===== src/rtl/connect4_board_engine.sv =====
// connect4_board_engine
// Holds the Connect-4 board and services one drop request at a time for the
// turn controller. A request places a piece in the lowest free row of the
// selected column and then scans the four line directions through that cell.
//
// Ports:
//   i_clk, i_rst            clock, asynchronous active-high reset
//   i_verify, i_player,     drop request, sampled only while idle
//   i_column
//   i_clear                 empty the board (idle only)
//   o_busy                  request in progress
//   o_done                  one-cycle result strobe
//   o_valid, o_win          result of the last request, held until the next one
//   o_full                  every cell occupied
//   i_rd_row, i_rd_col,     combinational display read port
//   o_rd_cell               (00 empty, 01 J1, 10 J2; 00 when out of range)
//
// state  | meaning
// IDLE   | waiting for clear or verify
// PLACE  | validate the column, write the piece
// CHECK  | scan one direction per cycle (horizontal, vertical, diag /, diag \)
// DONE   | result strobe, back to IDLE
module connect4_board_engine #(
  parameter int ROWS = 6,
  parameter int COLS = 7
) (
  input  logic       i_clk,
  input  logic       i_rst,
  input  logic       i_verify,
  input  logic       i_player,
  input  logic [2:0] i_column,
  input  logic       i_clear,
  output logic       o_busy,
  output logic       o_done,
  output logic       o_valid,
  output logic       o_win,
  output logic       o_full,
  input  logic [2:0] i_rd_row,
  input  logic [2:0] i_rd_col,
  output logic [1:0] o_rd_cell
);

  localparam logic [2:0] ROWS_L  = 3'(ROWS);
  localparam logic [2:0] COLS_L  = 3'(COLS);
  localparam logic [5:0] CELLS_L = 6'(ROWS * COLS);

  typedef enum logic [1:0] {S_IDLE, S_PLACE, S_CHECK, S_DONE} state_t;

  state_t     r_state;
  logic [1:0] r_cell   [ROWS][COLS];
  logic [2:0] r_height [COLS];
  logic [5:0] r_pieces;
  logic       r_player;
  logic [2:0] r_col;
  logic [2:0] r_row;
  logic [1:0] r_dir;
  logic       r_valid;
  logic       r_win;
  logic       r_busy;
  logic       r_done;

  logic [1:0] w_code;
  logic       w_dir_win;

  assign w_code  = r_player ? 2'b10 : 2'b01;
  assign o_busy  = r_busy;
  assign o_done  = r_done;
  assign o_valid = r_valid;
  assign o_win   = r_win;
  assign o_full  = (r_pieces == CELLS_L);

  always_comb begin
    o_rd_cell = 2'b00;
    if (i_rd_row < ROWS_L && i_rd_col < COLS_L)
      o_rd_cell = r_cell[i_rd_row][i_rd_col];
  end

  // The four length-4 windows through the placed cell along r_dir: window k
  // starts k steps behind the placed cell. Out-of-bounds cells kill a window.
  always_comb begin : dir_eval
    int   dr, dc, rr, cc;
    logic ok;
    w_dir_win = 1'b0;
    dr = 0;
    dc = 1;
    case (r_dir)
      2'd0:    begin dr = 0; dc = 1;  end
      2'd1:    begin dr = 1; dc = 0;  end
      2'd2:    begin dr = 1; dc = 1;  end
      default: begin dr = 1; dc = -1; end
    endcase
    for (int k = 0; k < 4; k++) begin
      ok = 1'b1;
      for (int j = 0; j < 4; j++) begin
        rr = int'(r_row) + (j - k) * dr;
        cc = int'(r_col) + (j - k) * dc;
        if (rr < 0 || rr >= ROWS || cc < 0 || cc >= COLS)
          ok = 1'b0;
        else if (r_cell[rr[2:0]][cc[2:0]] != w_code)
          ok = 1'b0;
      end
      if (ok)
        w_dir_win = 1'b1;
    end
  end

  always_ff @(posedge i_clk or posedge i_rst) begin
    if (i_rst) begin
      r_state  <= S_IDLE;
      for (int r = 0; r < ROWS; r++)
        for (int c = 0; c < COLS; c++)
          r_cell[r][c] <= 2'b00;
      for (int c = 0; c < COLS; c++)
        r_height[c] <= 3'd0;
      r_pieces <= 6'd0;
      r_player <= 1'b0;
      r_col    <= 3'd0;
      r_row    <= 3'd0;
      r_dir    <= 2'd0;
      r_valid  <= 1'b0;
      r_win    <= 1'b0;
      r_busy   <= 1'b0;
      r_done   <= 1'b0;
    end else begin
      r_done <= 1'b0;
      case (r_state)
        S_IDLE: begin
          // clear wins over a simultaneous verify, which is dropped
          if (i_clear) begin
            for (int r = 0; r < ROWS; r++)
              for (int c = 0; c < COLS; c++)
                r_cell[r][c] <= 2'b00;
            for (int c = 0; c < COLS; c++)
              r_height[c] <= 3'd0;
            r_pieces <= 6'd0;
            r_valid  <= 1'b0;
            r_win    <= 1'b0;
          end else if (i_verify) begin
            r_player <= i_player;
            r_col    <= i_column;
            r_busy   <= 1'b1;
            r_state  <= S_PLACE;
          end
        end
        S_PLACE: begin
          if (r_col >= COLS_L) begin
            r_valid <= 1'b0;
            r_win   <= 1'b0;
            r_done  <= 1'b1;
            r_state <= S_DONE;
          end else if (r_height[r_col] == ROWS_L) begin
            r_valid <= 1'b0;
            r_win   <= 1'b0;
            r_done  <= 1'b1;
            r_state <= S_DONE;
          end else begin
            r_cell[r_height[r_col]][r_col] <= w_code;
            r_row           <= r_height[r_col];
            r_height[r_col] <= r_height[r_col] + 3'd1;
            r_pieces        <= r_pieces + 6'd1;
            r_valid         <= 1'b1;
            r_win           <= 1'b0;
            r_dir           <= 2'd0;
            r_state         <= S_CHECK;
          end
        end
        S_CHECK: begin
          if (w_dir_win)
            r_win <= 1'b1;
          r_dir <= r_dir + 2'd1;
          if (r_dir == 2'd3) begin
            r_done  <= 1'b1;
            r_state <= S_DONE;
          end
        end
        default: begin
          r_busy  <= 1'b0;
          r_state <= S_IDLE;
        end
      endcase
    end
  end

endmodule


===== config.mk =====
export PLATFORM = sky130hd
export DESIGN_NAME = connect4_board_engine
export DESIGN_NICKNAME = d
export VERILOG_FILES = /design/src/rtl/connect4_board_engine.sv
export SDC_FILE = /design/constraint.sdc
export NUM_CORES = 1
export LEC_CHECK = 0
export CAP_MARGIN = 20
export CORE_MARGIN = 2
export CORE_UTILIZATION = 40
export CTS_CLUSTER_DIAMETER = 150
export DETAILED_ROUTE_END_ITERATION = 6
export SLEW_MARGIN = 5
export SYNTH_ARGS = -nofsm -noshare
export SYNTH_HDL_FRONTEND = slang
export SYNTH_SLANG_ARGS = --single-unit

===== constraint.sdc =====
create_clock -name i_clk -period 4.35 [get_ports i_clk]
set_input_delay 0.6525 -clock i_clk [delete_from_list [all_inputs] [get_ports i_clk]]
set_output_delay 0.6525 -clock i_clk [all_outputs]
set_load 0.05 [all_outputs]

After elaboration in Yosys (flattened, before gate mapping)
Cells that the tools add are included.
{"block": "classes", "add_sub_neg": 19, "multipliers": 4, "div_mod_pow": 0, "magnitude_cmp": 50, "n_eq_ne": 21, "n_shift": 0, "mux": 133, "n_bitwise": 21, "reduce_logical": 39}
{"op": "$add A4 B32 Y32", "count": 12}
{"op": "$ge A32 B4 Y1 const B", "count": 12}
{"op": "$lt A32 B1 Y1 const B", "count": 12}
{"op": "$bmux W14 S3", "count": 8}
{"op": "$mux W84", "count": 3}
{"op": "$mux W14", "count": 17}
{"op": "$pmux W84 S2", "count": 1}
{"op": "$mul A3 B32 Y32 const A", "count": 4}
{"op": "$bwmux W84", "count": 1}
{"op": "$ge A4 B4 Y1 const B", "count": 17}
{"op": "$not A3 Y4", "count": 17}
{"op": "$neg A32 Y32", "count": 2}
{"op": "$pmux W32 S2", "count": 1}
{"op": "$mux W21", "count": 3}
{"op": "$neg A31 Y31", "count": 2}
{"op": "$bmux W2 S3", "count": 8}
{"op": "$mux W1", "count": 48}
{"op": "$mux W2", "count": 24}
{"op": "$demux W14 S3", "count": 1}
{"op": "$pmux W21 S2", "count": 1}
{"op": "$bwmux W21", "count": 1}
{"op": "$logic_or A1 B1 Y1", "count": 21}
{"op": "$mux W6", "count": 3}
{"op": "$reduce_and A3 Y1", "count": 6}
{"op": "other kinds (30)", "count": 62}
{"block": "totals", "reg_bits": 126, "latch_bits": 0, "mem_bits_rw": 0, "romBits": 0, "inputBits": 14, "out_inout_bits": 7, "memories": 0}

Longest topological paths before layout
{"block": "depth", "depth_word": 25, "depth_mapped": 20, "mapped_depth_nobuf": 20}

Least setup slack after synthesis
No wires, ideal clock.
{"block": "synth_timing", "path_type": "register -> register", "startpoint": "register r_dir[0]", "endpoint": "register r_win (netlist: o_win)", "setup_ns": 0.082, "arrival_ns": 4.374, "setup_slack_ns": -0.106, "path_stages_with_launch": 17, "cell_sequence": "dfrtp_1 inv_1 ha_1 inv_1 ha_1 ha_1 inv_1 fa_1 clkbuf_1 mux4_2 a22o_1 a311oi_1 a31oi_1 o32a_1 o311ai_0 o211ai_1 a22oi_2"}
{"block": "synth_via", "elab_chain_len": 25}
{"element": "start, declared", "line": "56", "rtl": "logic [1:0] r_dir;"}
{"element": "start signal, assigned", "line": "170", "rtl": "r_dir <= r_dir + 2'd1;"}
{"element": "branches (longest 22 deep; another with $mul A3 B32 Y32)"}
{"element": "$mux W1 (*)", "line": "102", "rtl": "if (ok)"}
{"element": "$ne A2 B2 Y1 (no line) (*)"}
{"element": "$reduce_and A3 Y1 (no line) (*)"}
{"element": "end signal, assigned", "line": "121", "rtl": "r_win <= 1'b0;"}
{"element": "end signal, assigned", "line": "137", "rtl": "r_win <= 1'b0;"}
{"element": "end signal, assigned", "line": "148", "rtl": "r_win <= 1'b0;"}
{"element": "end, declared", "line": "58", "rtl": "logic r_win;"}
Every way passes the cells marked *. The select of a mux whose other input is x is not followed.
A chain may end at the register's enable or synchronous reset.

Worst setup path after layout
{"block": "layout_timing", "startpoint": "register r_row[1]", "endpoint": "register r_win (netlist: o_win)"}
{"block": "layout_via", "elab_chain_len": 22}
{"element": "start, declared", "line": "55", "rtl": "logic [2:0] r_row;"}
{"element": "start signal, assigned", "line": "158", "rtl": "r_row <= r_height[r_col];"}
{"element": "$add A4 B32 Y32 or $not A3 Y4 (tied branches)", "line": "95, 99"}
{"element": "$not A3 Y4 (not written as such) or $bmux W14 S3 (tied branches)", "line": "99", "rtl": "else if (r_cell[rr[2:0]][cc[2:0]] != w_code)"}
{"element": "$bmux W14 S3 or $mux W14 (tied branches)", "line": "99"}
{"element": "$mux W14 (not written as such)", "line": "99"}
{"element": "$mux W14 (not written as such) or $bmux W2 S3 (tied branches)", "line": "99"}
{"element": "$bmux W2 S3 or $mux W2 (tied branches)", "line": "99"}
{"element": "$mux W2 (not written as such)", "line": "99"}
{"element": "$mux W2 (not written as such) or $ne A2 B2 Y1 (tied branches)", "line": "99"}
{"element": "[5 not listed]"}
{"element": "$mux W1, on equally long branches", "line": "99, 97"}
{"element": "$mux W1, on equally long branches", "line": "97, 99"}
{"element": "$mux W1, on equally long branches", "line": "99, 97"}
{"element": "$mux W1, on equally long branches", "line": "97, 102"}
{"element": "$mux W1 (2 in series)", "line": "102"}
{"element": "$mux W1 (*)", "line": "102"}
{"element": "$ne A2 B2 Y1 (no line) (*)"}
{"element": "$reduce_and A3 Y1 (no line) (*)"}
Mark *: on every way between the ends. The rest lies on a longest branch, timed or not. The select of a mux whose other input is x is not followed.

==> summary.txt <==
Layout
  • Commonest non-fill, non-tap cells in the layout: nand2_1 (166), mux2i_1 (144), dfrtp_1 (125), nor2_1 (111), ha_1 (81)
  • Register Area: between 3000 and 4000 um^2
  • Nets: 1466
  • Finished Cell Area: between 10000 and 15000 um^2
  • N_diodes: 0
  • Filler instances: around 3000
  • Multi-input logic area: 8798 um^2
  • Ratio of cells with drive above 1 in the final layout: 0.1689
  • Synthesis-to-layout area growth: 11.99%
  • Leading cell type in the layout, fill and taps excluded: nand2_1
  • Fin cells: between 1500 and 2000

Route
  • Wire length per cell: 24.65 um
  • # DRC: 0
  • Routed vias: between 10000 and 15000
  • Iter 0 DRT Violations: about 1600
  • Vias per Instance: approximately 6.5
  • Post-route ant nets: 0
  • Drt pass-1 iters: 6
  • Total wire length: 43640 um

Clocking
  • Clock Sinks: about 130
  • Clk slew on worst S/H paths: around 0.07 ns
  • Clock tree from TritonCTS: yes
  • CTS root buffer: clkbuf_16
  • Longest Clk Path Bufs: 2
  • Hold_buf cts: 0
  • Clk_lat worst skew: about 0.45 ns
  • CTS H-tree lvls: 4
  • TritonCTS Buffers: 17
  • Setup bufs post-CTS: 0

Worst hold path
  • Hold Path Class: reg -> reg
  • WHS Path Cells: 2

Yosys
  • Synth top area cells: dfrtp_1 (25%), mux4_2 (13%), mux2i_1 (11%)
  • Yosys top cell by area: dfrtp_1
  • Gate Count Post-Synth: 1353
  • Post-synth cell types: 80
  • Syn_area_per_cell: approximately 9.3 um^2
  • Top cell type's share of synthesized area: 0.2509
  • Syn nets: approximately 1500
  • Seq cells post-synth: roughly 130
  • Register area share after synthesis: 0.2509
  • Post-synth EDFFs: 0
  • Fraction of registers with async set/reset: 1.000
  • Yosys warning count: 0
  • Mapped cell area: between 10000 and 15000 um^2
  • Primary FF master, synth: dfrtp_1

Floorplanning
  • Die footprint: ~33000 um^2
  • Row count: 64
  • Initial Util: 0.4087
  • Die W: between 150 and 200 um
  • # IOs: 21
  • Die Ht: 181.3 um
  • Core Region: approximately 31000 um^2

Placement
  • DP Area: 13440 um^2
  • Gp weighted congestion: 1.069
  • Dpl hpwl: 32110 um
  • Placed cells: approximately 1700
  • PortBufs: 20
  • Pre-CTS WS: roughly 0.16 ns

Power and ir drop
  • Max IR drop VDD: 0.0004063 V
  • Pwr Density: roughly 760 nW/um^2
  • Int Pwr: 5.168 mW
  • Total power: about 11 mW
  • Power share of the combinational group: 0.709
  • Switching part of the total: 0.5189
  • Clock share of power: 0.143
  • Flop pwr share: 0.148
  • Switch Pwr: roughly 5.6 mW
  • Pleak: approximately 5.5 nW

Worst setup path
  • Worst path most repeated cell: ha_1
  • Kind of critical path: reg -> reg
  • Worst setup EP type: flop
  • Crit-path slowest cell: dfrtp_1
  • Largest fanout on the critical path: 12
  • Worst path cell trace: inv_1, ha_1, ha_1, mux4_2, nand3_1, a31oi_1, o41a_1, or2_0, mux2i_1, and2_1, o211ai_1, a22oi_2
  • Levels on crit path: 12
  • CP top delay family: compound AO/OA/AOI/OAI gates
  • Crit path required time: between 4 and 5 ns
  • Largest stage delay, worst path: about 0.66 ns
  • WP buf/inv: 1
  • Startpoint Class: flop
  • Worst r2r path cells: 12
  • Critical path arrival: around 4.5 ns

Global route
  • First-pass GRT wire length: 68130 um
  • GRT Util Overall: 0.2688
  • Overflow after GRT: 0
  • Antenna violations before repair: 0
  • Number of global-route vias before repair: 11060
  • Largest net degree at the start of global routing: 106

Timing
  • RSZ-0062 raised after global routing: false
  • Slew HR: 0.4611
  • Least-Margin Pin Slew: 0.8044 ns
  • Pins Over Slew Limit: 0
  • Fin. Hold Viols: 0
  • Tmin final: 4.089 ns
  • Fmax: approximately 0.24 GHz
  • TNS Setup: 0 ns
  • Period Utilization, post-route: 0.9400
  • Worst setup margin: 0.2609 ns
  • Final setup vio count: 0
  • Skew final: 0.01934 ns

Job
  • Max_cap viols: 0

Status
  • Status: complete, no violations
## final timing paths
path	to	start	slack [ns]
setup / recovery	o_win	r_row[1]	0.26
hold / removal	r_height[19]	r_height[19]	0.50
setup reg to reg	o_win	r_row[1]	0.26
hold reg to reg	r_height[19]	r_height[19]	0.50
max in group asynchronous	r_height[9]	i_rst	2.79
min in group asynchronous	r_cell[79]	i_rst	0.67
## logic make-up after synthesis
logic type                 share of synthesized area
AOI/OAI and AO/OA                             0.1475
xor gates and xnor gates                    0.008363
adders and majority gates                    0.09478
buffers and inverters                        0.05257
DFF                                           0.2509
muxes                                         0.2832
and+or+nand+nor                               0.1628
## power groups by stage
stage / sequential (mW) / clock, mW / combinational (mW)
2_1_floorplan: 1.53 / 0 / 5.31
3_3_place_gp: 1.59 / 0 / 7.39
3_5_place_dp: 1.60 / 0 / 7.45
4_1_cts: 1.58 / 1.56 / 7.48
5_1_grt: 1.61 / 1.61 / 8.25
6_report: 1.59 / 1.53 / 7.62
## registers in the layout, summed over array words and instances (netlist names)
name / cells
r_cell: 84
r_row: 3
r_pieces: 6
r_col: 3
o_win: 1
r_state: 2
r_height: 21
o_busy: 1
r_player: 1
o_valid: 1
r_dir: 2
o_done: 1
## routing by layer
layer  track usage  vias up  share of wire
met5             0        -              0
met4        0.1239        0          0.047
met3       0.06269      135          0.092
met2        0.4058      638           0.45
met1        0.3657     5664           0.42
li1              -     5107              -
## worst reg2reg max path, stage by stage, from the launching register on
cell and delay (ns):
dfrtp_1 0.66, inv_1 0.38, ha_1 0.32, ha_1 0.53, mux4_2 0.56, nand3_1 0.10, a31oi_1 0.12, o41a_1 0.43
or2_0 0.20, mux2i_1 0.24, and2_1 0.17, o211ai_1 0.11, a22oi_2 0.21
## cells in the mapped netlist (12+ instances only)
| cell type | count |
|---|---|
| o21ai_0 | 58 |
| nor2b_1 | 13 |
| a22oi_1 | 12 |
| buf_2 | 18 |
| nand3_1 | 53 |
| nand2_1 | 166 |
| a21oi_1 | 39 |
| inv_1 | 50 |
| o22ai_1 | 26 |
| nor3_1 | 25 |
| mux4_2 | 74 |
| ha_1 | 84 |
| nand2b_1 | 13 |
| mux2_2 | 31 |
| mux2i_1 | 144 |
| dfrtp_1 | 126 |
| clkbuf_1 | 67 |
| nor2_1 | 111 |
## repair_timing
action | 4_1_cts | 5_1_grt
hold endpoints to repair | 0 | 0
gates resized for setup | 0 | 3
endpoints found under the setup margin | 0 | 1
## metrics by stage
stage | hold slack [ns] | util
detailed placement | 0.4897 | 0.4370
global placement | 0.4818 | 0.4370
global route | 0.5282 | 0.4577
floorplan | 0.4633 | -
finish | 0.5007 | 0.4577
CTS | 0.5029 | 0.4574
## area by class of cell
type,count,share of cell area
Multi-Input combinational cell,1070,0.6252
Sequential cell,126,0.2241
Timing Repair Buffer,90,0.05565
Tap cell,396,0.03521
Clock buffer,21,0.03343
Inverter,56,0.01538
Clock inverter,11,0.01102
Note: power is estimated with default switching activity, not from simulation.
